$ cat config.mk
export PLATFORM = sky130hd
export DESIGN_NAME = clk_div_mux
export DESIGN_NICKNAME = d
export VERILOG_FILES = /design/src/rtl/clk_div_mux.sv
export SDC_FILE = /design/constraint.sdc
export NUM_CORES = 1
export LEC_CHECK = 0
export ABC_AREA = 1
export BUFFER_PORTS_ARGS = -buffer_cell sky130_fd_sc_hd__buf_2
export CAP_MARGIN = 20
export CELL_PAD_IN_SITES_DETAIL_PLACEMENT = 0
export CELL_PAD_IN_SITES_GLOBAL_PLACEMENT = 1
export CORE_MARGIN = 3
export CORE_UTILIZATION = 40
export DETAILED_ROUTE_END_ITERATION = 12
export PLACE_DENSITY = 0.79
export RECOVER_POWER = 25
export REMOVE_ABC_BUFFERS = 1
export SYNTH_ARGS = -nofsm -noshare
export SYNTH_HDL_FRONTEND = slang
export SYNTH_SLANG_ARGS = --single-unit
$ cat constraint.sdc
create_clock -name clk -period 2.8 [get_ports clk]
set_clock_uncertainty 0.15 [all_clocks]
set_input_delay 0 -clock clk [delete_from_list [all_inputs] [get_ports clk]]
set_output_delay 0 -clock clk [all_outputs]
set_load 0.02 [all_outputs]
$ cat src/rtl/clk_div_mux.sv
// Programmable clock divider with a selectable ratio table. Ratio changes
// are deferred to a period boundary so clk_out never shows a truncated pulse.
module clk_div_mux #(
    parameter int NUM_DIV = 4,
    parameter int CNT_W   = 8,
    parameter int RST_SEL = 0,
    localparam int SEL_W  = (NUM_DIV > 1) ? $clog2(NUM_DIV) : 1
) (
    input  logic                     clk,
    input  logic                     rst_n,
    input  logic                     en,
    input  logic                     sel_req,
    input  logic [SEL_W-1:0]         sel,
    input  logic [NUM_DIV*CNT_W-1:0] div_cfg,
    output logic                     clk_out,
    output logic                     clk_stb,
    output logic                     busy,
    output logic                     sel_ack,
    output logic                     sel_err,
    output logic [SEL_W-1:0]         act_sel
);

    typedef enum logic {IDLE, RUN} state_t;

    localparam logic [SEL_W:0]   NUM_DIV_L = (SEL_W+1)'(NUM_DIV);
    localparam logic [SEL_W-1:0] RST_IDX   = SEL_W'(RST_SEL);

    state_t             state_reg;
    logic [CNT_W-1:0]   cnt_reg;
    logic [CNT_W-1:0]   r_cur_reg;
    logic [SEL_W-1:0]   act_reg;
    logic [SEL_W-1:0]   pend_reg;

    logic [CNT_W-1:0]   ratio [NUM_DIV];

    // Ratios of 0 and 1 cannot form a high and a low phase, so they run as 2.
    generate
        for (genvar gi = 0; gi < NUM_DIV; gi++) begin : g_ratio
            logic [CNT_W-1:0] field;
            assign field     = div_cfg[gi*CNT_W +: CNT_W];
            assign ratio[gi] = (field < CNT_W'(2)) ? CNT_W'(2) : field;
        end
    endgenerate

    logic             sel_ok;
    logic             accept;
    logic             boundary;
    logic [SEL_W-1:0] next_act;
    logic [CNT_W-1:0] cnt_inc;
    logic [CNT_W:0]   half_r;
    logic             high_next;

    assign sel_ok    = ({1'b0, sel} < NUM_DIV_L);
    assign accept    = sel_req && !busy && sel_ok;
    assign boundary  = (cnt_reg == r_cur_reg - CNT_W'(1));
    assign next_act  = busy ? pend_reg : act_reg;
    assign cnt_inc   = cnt_reg + CNT_W'(1);
    assign half_r    = ({1'b0, r_cur_reg} + (CNT_W+1)'(1)) >> 1;
    assign high_next = ({1'b0, cnt_inc} < half_r);

    assign act_sel   = act_reg;

    always_ff @(posedge clk or negedge rst_n) begin
        if (!rst_n) begin
            state_reg <= IDLE;
            cnt_reg   <= '0;
            r_cur_reg <= '0;
            act_reg   <= RST_IDX;
            pend_reg  <= RST_IDX;
            busy      <= 1'b0;
            clk_out   <= 1'b0;
            clk_stb   <= 1'b0;
            sel_ack   <= 1'b0;
            sel_err   <= 1'b0;
        end else begin
            clk_stb <= 1'b0;
            sel_ack <= 1'b0;
            sel_err <= sel_req && !sel_ok;
            case (state_reg)
                IDLE: begin
                    cnt_reg <= '0;
                    clk_out <= 1'b0;
                    if (accept) begin
                        act_reg  <= sel;
                        pend_reg <= sel;
                        sel_ack  <= 1'b1;
                    end
                    if (en) begin
                        state_reg <= RUN;
                        clk_out   <= 1'b1;
                        clk_stb   <= 1'b1;
                        r_cur_reg <= accept ? ratio[sel] : ratio[act_reg];
                    end
                end
                RUN: begin
                    if (accept) begin
                        pend_reg <= sel;
                        busy     <= 1'b1;
                    end
                    if (boundary) begin
                        if (busy) begin
                            act_reg <= pend_reg;
                            busy    <= 1'b0;
                            sel_ack <= 1'b1;
                        end
                        cnt_reg <= '0;
                        if (en) begin
                            clk_out   <= 1'b1;
                            clk_stb   <= 1'b1;
                            r_cur_reg <= ratio[next_act];
                        end else begin
                            state_reg <= IDLE;
                            clk_out   <= 1'b0;
                        end
                    end else begin
                        cnt_reg <= cnt_inc;
                        clk_out <= high_next;
                    end
                end
                default: state_reg <= IDLE;
            endcase
        end
    end

endmodule

==> results of run 1 <==
-- power by group --
group / internal [uW] / total, uW / leakage (uW) / switching (uW)
combinational: 54.8 / 148 / 0.00141 / 93.2
sequential: 361 / 362 / 0.000317 / 0.359
clock: 102 / 217 / 0.0000228 / 115
total: 518 / 727 / 0.00175 / 208
-- Yosys cell counts, drive strengths merged --
cell type    n
conb         1
o211ai       7
o21ai       34
nand4        6
nand3b       1
nor2        42
ha          10
nand2      164
nand3       52
clkbuf       4
o21bai       1
a21oi       29
nor3         7
xnor2        1
or2          1
buf         15
clkinv       1
dfrtp       25
xor2        10
inv         66
-- area by class of cell --
type | count | area [um^2] | area share (%)
flip-flops and latches | 25 | 626 | 20.0
repair buffers | 50 | 274 | 8.77
well taps | 96 | 120 | 3.84
clock buffers | 4 | 45.0 | 1.44
multi-input cells | 366 | 1810 | 57.9
inverters | 67 | 251 | 8.05
-- worst register-to-register path: cells and delay by family (launching register included) --
family                   cells  cell delay, ns
AO/OA/AOI/OAI                2            0.30
XOR/XNOR                     1            0.15
adder cells (fa/ha/maj)      1            0.32
flip-flops                   1            0.63
AND/OR/NAND/NOR              6            0.64
-- timing repair --
item,CTS,global route
hold buffers,3,0
hold endpoints to repair,38,0
endpoints found under the setup margin,0,0
-- layer usage --
layer  global-route usage (%)  up-vias  part of all wire, %
met5                        0        -                    0
met4                     7.53        0                  2.7
met3                    0.753       17                  3.7
met2                     33.1       75                   47
met1                     25.4     1365                   47
li1                         -     1583                    -
-- cell families (layout without fill, tap and decap cells) --
family | count (synthesis) | after routing | share of synthesized area, %
compound gates | 71 | 71 | 13.4
other cells | 1 | 1 | 0.132
xor+xnor | 11 | 11 | 3.40
fa+ha+maj | 10 | 10 | 4.42
flops | 25 | 25 | 22.1
simple gates | 273 | 273 | 42.5
buf+inv | 86 | 121 | 14.0
-- stage by stage --
| step | hold slack, ns | total power, uW |
|---|---|---|
| after global routing | 0.0788 | 769 |
| after floorplan | -0.446 | 443 |
| after global placement | -0.128 | 512 |
| after detailed placement | -0.127 | 513 |
| after CTS | 0.0327 | 731 |
| final | 0.0173 | 727 |
-- worst max-delay path by stage --
stage / end / cells after the start
final: clk_out / 10
after global routing: r_cur_reg[3] / 15
after CTS: clk_out / 10
after detailed placement: clk_out / 10
after global placement: clk_out / 10
after floorplan: r_cur_reg[1] / 11
==> results.yml, run 1 <==
status:
  status: "finished clean"
clocking:
  cts_buffers: 3
  clk_pin_slew_ns: 0.09
  cts_sinks: 25
  ctsHtreeMaxLevel: 1
  postCtsSetupBuffers: 0
  cts_max_path_buffers: 2
  cts-root-buf: "clkbuf_8"
  clk-insertion-delay-late_ns: 0.27
  cts_tree: "yes"
  post_cts_resized: 0
sta:
  finalHoldViolCount: 0
  fmax_mhz: 443
  period_needed_ns: 2.26
  finalSetupViolations: 0
  maxSlewViolCount: 0
  fin_ws_ns: 0.542
  worstMarginPinSlew_ns: 1.32
  rsz0062_at_grt: "no"
  timing.final.crit_share_pct: 80.7
  relSlewSlack_pct: 12.2
  final.setup.tns_ns: 0
setup_path:
  worstSetupPathType: "flop to flop"
  crit_path_cell_trace: "nand3_1, nor2_1, nand2_1, xor2_1, ha_1, a21oi_1, nand2_1, nand3_1, nand2_1, o21ai_0"
  critPathLaunch: "r_cur_reg[3]"
  cp_slowest_cell: "dfrtp_1"
  cpPeakStageDelay_ns: 0.63
  crit_top_cell: "nand2_1"
  arrival_ns: 2.30
  crit_path_max_fanout: 9
  critPathTopFamily: "simple AND/OR/NAND/NOR gates"
  r2r_cells: 10
  endpoint_kind: "flop"
  reg2reg_to: "clk_out"
  r2r_setup_slack_ns: 0.54
  required_ns: 2.85
  r2r-start: "r_cur_reg[3]"
  path_buf_inv: 0
  start_kind: "flop"
die:
  coreArea_um2: 6830
  die_w_um: 90.1
  rows: 30
  die-area_um2: 8120
  io_pins: 45
  start_util_pct: 41.4
  die_height_um: 90.1
power_and_ir_drop:
  pwr_density_cell_nw_per_um2: 233
  ir_drop_v: 0.000127
  power_leakage_uw: 0.00175
cells_and_area:
  final_cells: 608
  final_core_util_pct: 45.7
  final_cell_mix: "159 x nand2_1, 59 x inv_1, 50 x nand3_1"
  fillCellCount: 758
  antenna_cells: 0
  syn2layout_area_growth_pct: 10.4
  final_area_um2: 3120
  nets: 561
  drive_gt1_share_pct: 14.3
  layout_commonest_cell: "nand2_1"
logic_synthesis:
  yosysTopAreaCellShare_pct: 22.1
  synth.area.top_cells: "dfrtp_1 22%, nand2_1 21%, nand3_1 8.8%"
  syn-cell-area_um2: 2830
  synth.avg_cell_area_um2: 5.93
  synth_area_leader_cell: "dfrtp_1"
  ys_ff_latch: 25
  ys_seq_area_share_pct: 22.1
  ys_types: 33
  postSynthCellCount: 477
  yosysWarnings: 0
grt:
  grt_max_degree: 26
  grt_overflow: 0
  antenna_found_initial: 0
  grt_usage_pct: 19.2
  grt_pass1_wl_um: 13000
  grt_pass1_vias: 2821
placed_design:
  portBuffers: 43
  dp_hpwl_um: 5950
  placed_area_um2: 3050
  dp_slack_ns: 0.556
  dp_cells: 601
  gp_congestion: 0.854
min_path:
  hold_path.class: "primary input to flop"
  hp-start: "div_cfg[20]"
  holdPathStages: 5
  min_to: "r_cur_reg[4]"
route:
  vias_per_cell: 5.00
  vias: 3040
  postRouteAntennaNets: 0
  routed_wl_um: 7720
  drc: 0
  dr.first_iter.drc_count: 151
  drt_first_pass_iters: 4
  wire_per_inst_um: 12.7
run:
  drv_cap: 0
No activity file was read; power rests on OpenSTA's default activity.
==> run 2: changes to the inputs <==
- ABC_AREA: 1 -> 0
- PLACE_DENSITY: 0.79 -> 0.73
- clock period: 2.8 -> 2.3 ns (I/O delays scaled with it)
==> results.yml, run 2 <==
status:
  status: "finished with violations"
  failed_checks: "setup timing"
route:
  postRouteAntennaNets: 0
  vias: 2431
  routed_wl_um: 7160
  drc: 0
  vias_per_cell: 5.63
  dr.first_iter.drc_count: 90
  wire_per_inst_um: 16.6
  drt_first_pass_iters: 4
sta:
  finalHoldViolCount: 0
  fin_ws_ns: -0.0169
  fmax_mhz: 432
  finalSetupViolations: 1
  worstMarginPinSlew_ns: 1.46
  relSlewSlack_pct: 2.43
  maxSlewViolCount: 0
  timing.final.crit_share_pct: 101
  rsz0062_at_grt: "yes"
  period_needed_ns: 2.32
grt:
  grt_pass1_wl_um: 12000
  grt_max_degree: 26
  antenna_found_initial: 0
  grt_pass1_vias: 2445
  grt_overflow: 0
  grt_usage_pct: 19.8
cells_and_area:
  nets: 406
  drive_gt1_share_pct: 37.8
  antenna_cells: 0
  syn2layout_area_growth_pct: 26.4
  final_cell_mix: "42 x buf_2, 36 x nand2_1, 36 x buf_4"
  layout_commonest_cell: "buf_2"
  final_cells: 432
die:
  die_height_um: 86.7
  die-area_um2: 7510
  io_pins: 45
  rows: 28
  start_util_pct: 42.7
  coreArea_um2: 6100
  die_w_um: 86.7
setup_path:
  reg2reg_to: "clk_out"
  start_kind: "flop"
  critPathLaunch: "r_cur_reg[2]"
  critPathTopFamily: "compound AO/OA/AOI/OAI gates"
  cpPeakStageDelay_ns: 0.47
  crit_path_max_fanout: 6
  endpoint_kind: "flop"
  r2r_cells: 10
  worstSetupPathType: "flop to flop"
  path_buf_inv: 0
  arrival_ns: 2.33
  r2r_setup_slack_ns: -0.02
  crit_path_cell_trace: "nand2_2, nor3_4, nand2_2, xnor2_2, ha_1, o21a_1, o21ai_1, a21oi_1, o21a_1, o41ai_2"
  required_ns: 2.32
  cp_slowest_cell: "dfrtp_2"
  r2r-start: "r_cur_reg[2]"
logic_synthesis:
  synth_area_leader_cell: "dfrtp_1"
  synth.avg_cell_area_um2: 9.01
  syn-cell-area_um2: 2600
  yosys_most_used_dff: "dfrtp_1"
  ys_ff_latch: 25
  ys_seq_area_share_pct: 24.0
  yosysTopAreaCellShare_pct: 24.0
  async_flop_share_pct: 100
  synth.most_common_cell: "nand2_1"
  synth.area.top_cells: "dfrtp_1 24%, mux4_2 10%, nand2_1 5.5%"
  yosysWarnings: 0
  postSynthCellCount: 289
  synth_edf_count: 0
  yosys-top-cells-count: "38 x nand2_1, 25 x a21oi_1, 25 x dfrtp_1, 14 x mux2i_1, 13 x xor2_1"
  ys_types: 61
power_and_ir_drop:
  internal_power_uw: 2200
  p_sw_share_pct: 45.1
  ir_drop_v: 0.000574
  power_leakage_uw: 0.00147
  power_uw: 4010
  pwr_density_cell_nw_per_um2: 1220
  clkPwrFrac_pct: 6.6
  sequentialPowerShare_pct: 22.0
  p_switching_uw: 1810
  combPwrFrac_pct: 71.5
min_path:
  holdPathStages: 3
  min_to: "act_sel[0]"
  hp-start: "sel[0]"
  hold_path.class: "primary input to flop"
run:
  drv_cap: 0
clocking:
  clk-insertion-delay-late_ns: 0.27
  cts-root-buf: "clkbuf_8"
  cts_buffers: 3
  cts_max_path_buffers: 2
  clk_pin_slew_ns: 0.09
  cts_tree: "yes"
  ctsHtreeMaxLevel: 1
  cts_sinks: 25
placed_design:
  gp_congestion: 0.838
  portBuffers: 43
  dp_hpwl_um: 5720
  dp_slack_ns: -0.0579
  dp_cells: 422
run 2: cell count changes in the layout (fill, tap and decap cells not counted), moves of 14 or more:
cell     delta
nor2_1     -24
inv_1      -54
nand3_1    -40
nand2_1   -123
o21ai_0    -31
buf_4      +32
mux2i_1    +14
run 2: how the worst max path moves through the flow:
stage | to | slack, ns | depth (start not counted)
global route | clk_out | -0.14 | 10
global placement | clk_out | -0.12 | 10
CTS | r_cur_reg[6] | 0.006 | 7
floorplan | clk_out | 0.06 | 10
detailed placement | clk_out | -0.06 | 10
finish | clk_out | -0.02 | 10
run 2: final cells by class:
type	count	area (um^2)
fillers	574	2810
multi-input cells	236	1940
flip-flops and latches	25	632
repair buffers	84	546
well taps	75	93.8
clock buffers	4	45.0
inverters	8	35.0
run 2: per-layer routing:
layer / GRT usage (%) / part of all wire (%) / vias to the layer above
met5: 0 / 0 / -
met4: 4.39 / 1.3 / 0
met3: 3.04 / 4.5 / 10
met2: 31.2 / 47 / 56
met1: 28.7 / 47 / 1163
li1: - / - / 1202
run 2: cells by family (layout without fill, tap and decap cells):
group | Yosys count | in the layout | share of synthesized area [%]
AOI/OAI and AO/OA | 62 | 62 | 16.2
and+or+nand+nor | 105 | 105 | 21.4
buffers and inverters | 28 | 96 | 5.24
adders and majority gates | 10 | 10 | 4.81
other | 1 | 1 | 0.144
xor gates and xnor gates | 22 | 22 | 7.40
muxes | 36 | 36 | 20.8
DFF | 25 | 25 | 24.0
run 2: power by group through the flow:
stage / logic, uW / registers, uW / clock network, uW
finish: 2860 / 880 / 264
global route: 3190 / 920 / 289
detailed placement: 2690 / 851 / 0
CTS: 2740 / 849 / 274
floorplan: 1640 / 961 / 0
global placement: 2680 / 845 / 0
run 2: what timing repair did:
action / in CTS / in global routing
hold buffers: 3 / 0
pin swaps: 1 / 7
endpoints found under the setup margin: 7 / 22
hold endpoints to repair: 27 / 0
resized for setup: 8 / 21
setup buffers: 0 / 3
run 2: metrics by stage:
step | hold slack [ns] | instance area, um^2 | TNS [ns] | util [%]
3_5_place_dp | -0.104 | 3090 | -0.162 | 50.6
6_report | 0.0302 | 3290 | -0.0169 | 54.0
3_3_place_gp | -0.118 | 3090 | -0.116 | 50.6
2_1_floorplan | -0.446 | 2500 | 0 | -
4_1_cts | 0.0213 | 3190 | 0 | 52.3
5_1_grt | 0.0318 | 3290 | -0.418 | 54.0
run 2: worst min-delay path, stage by stage:
cell,delay [ns]
buf_2,0.22
nand2_1,0.10
o311ai_1,0.09
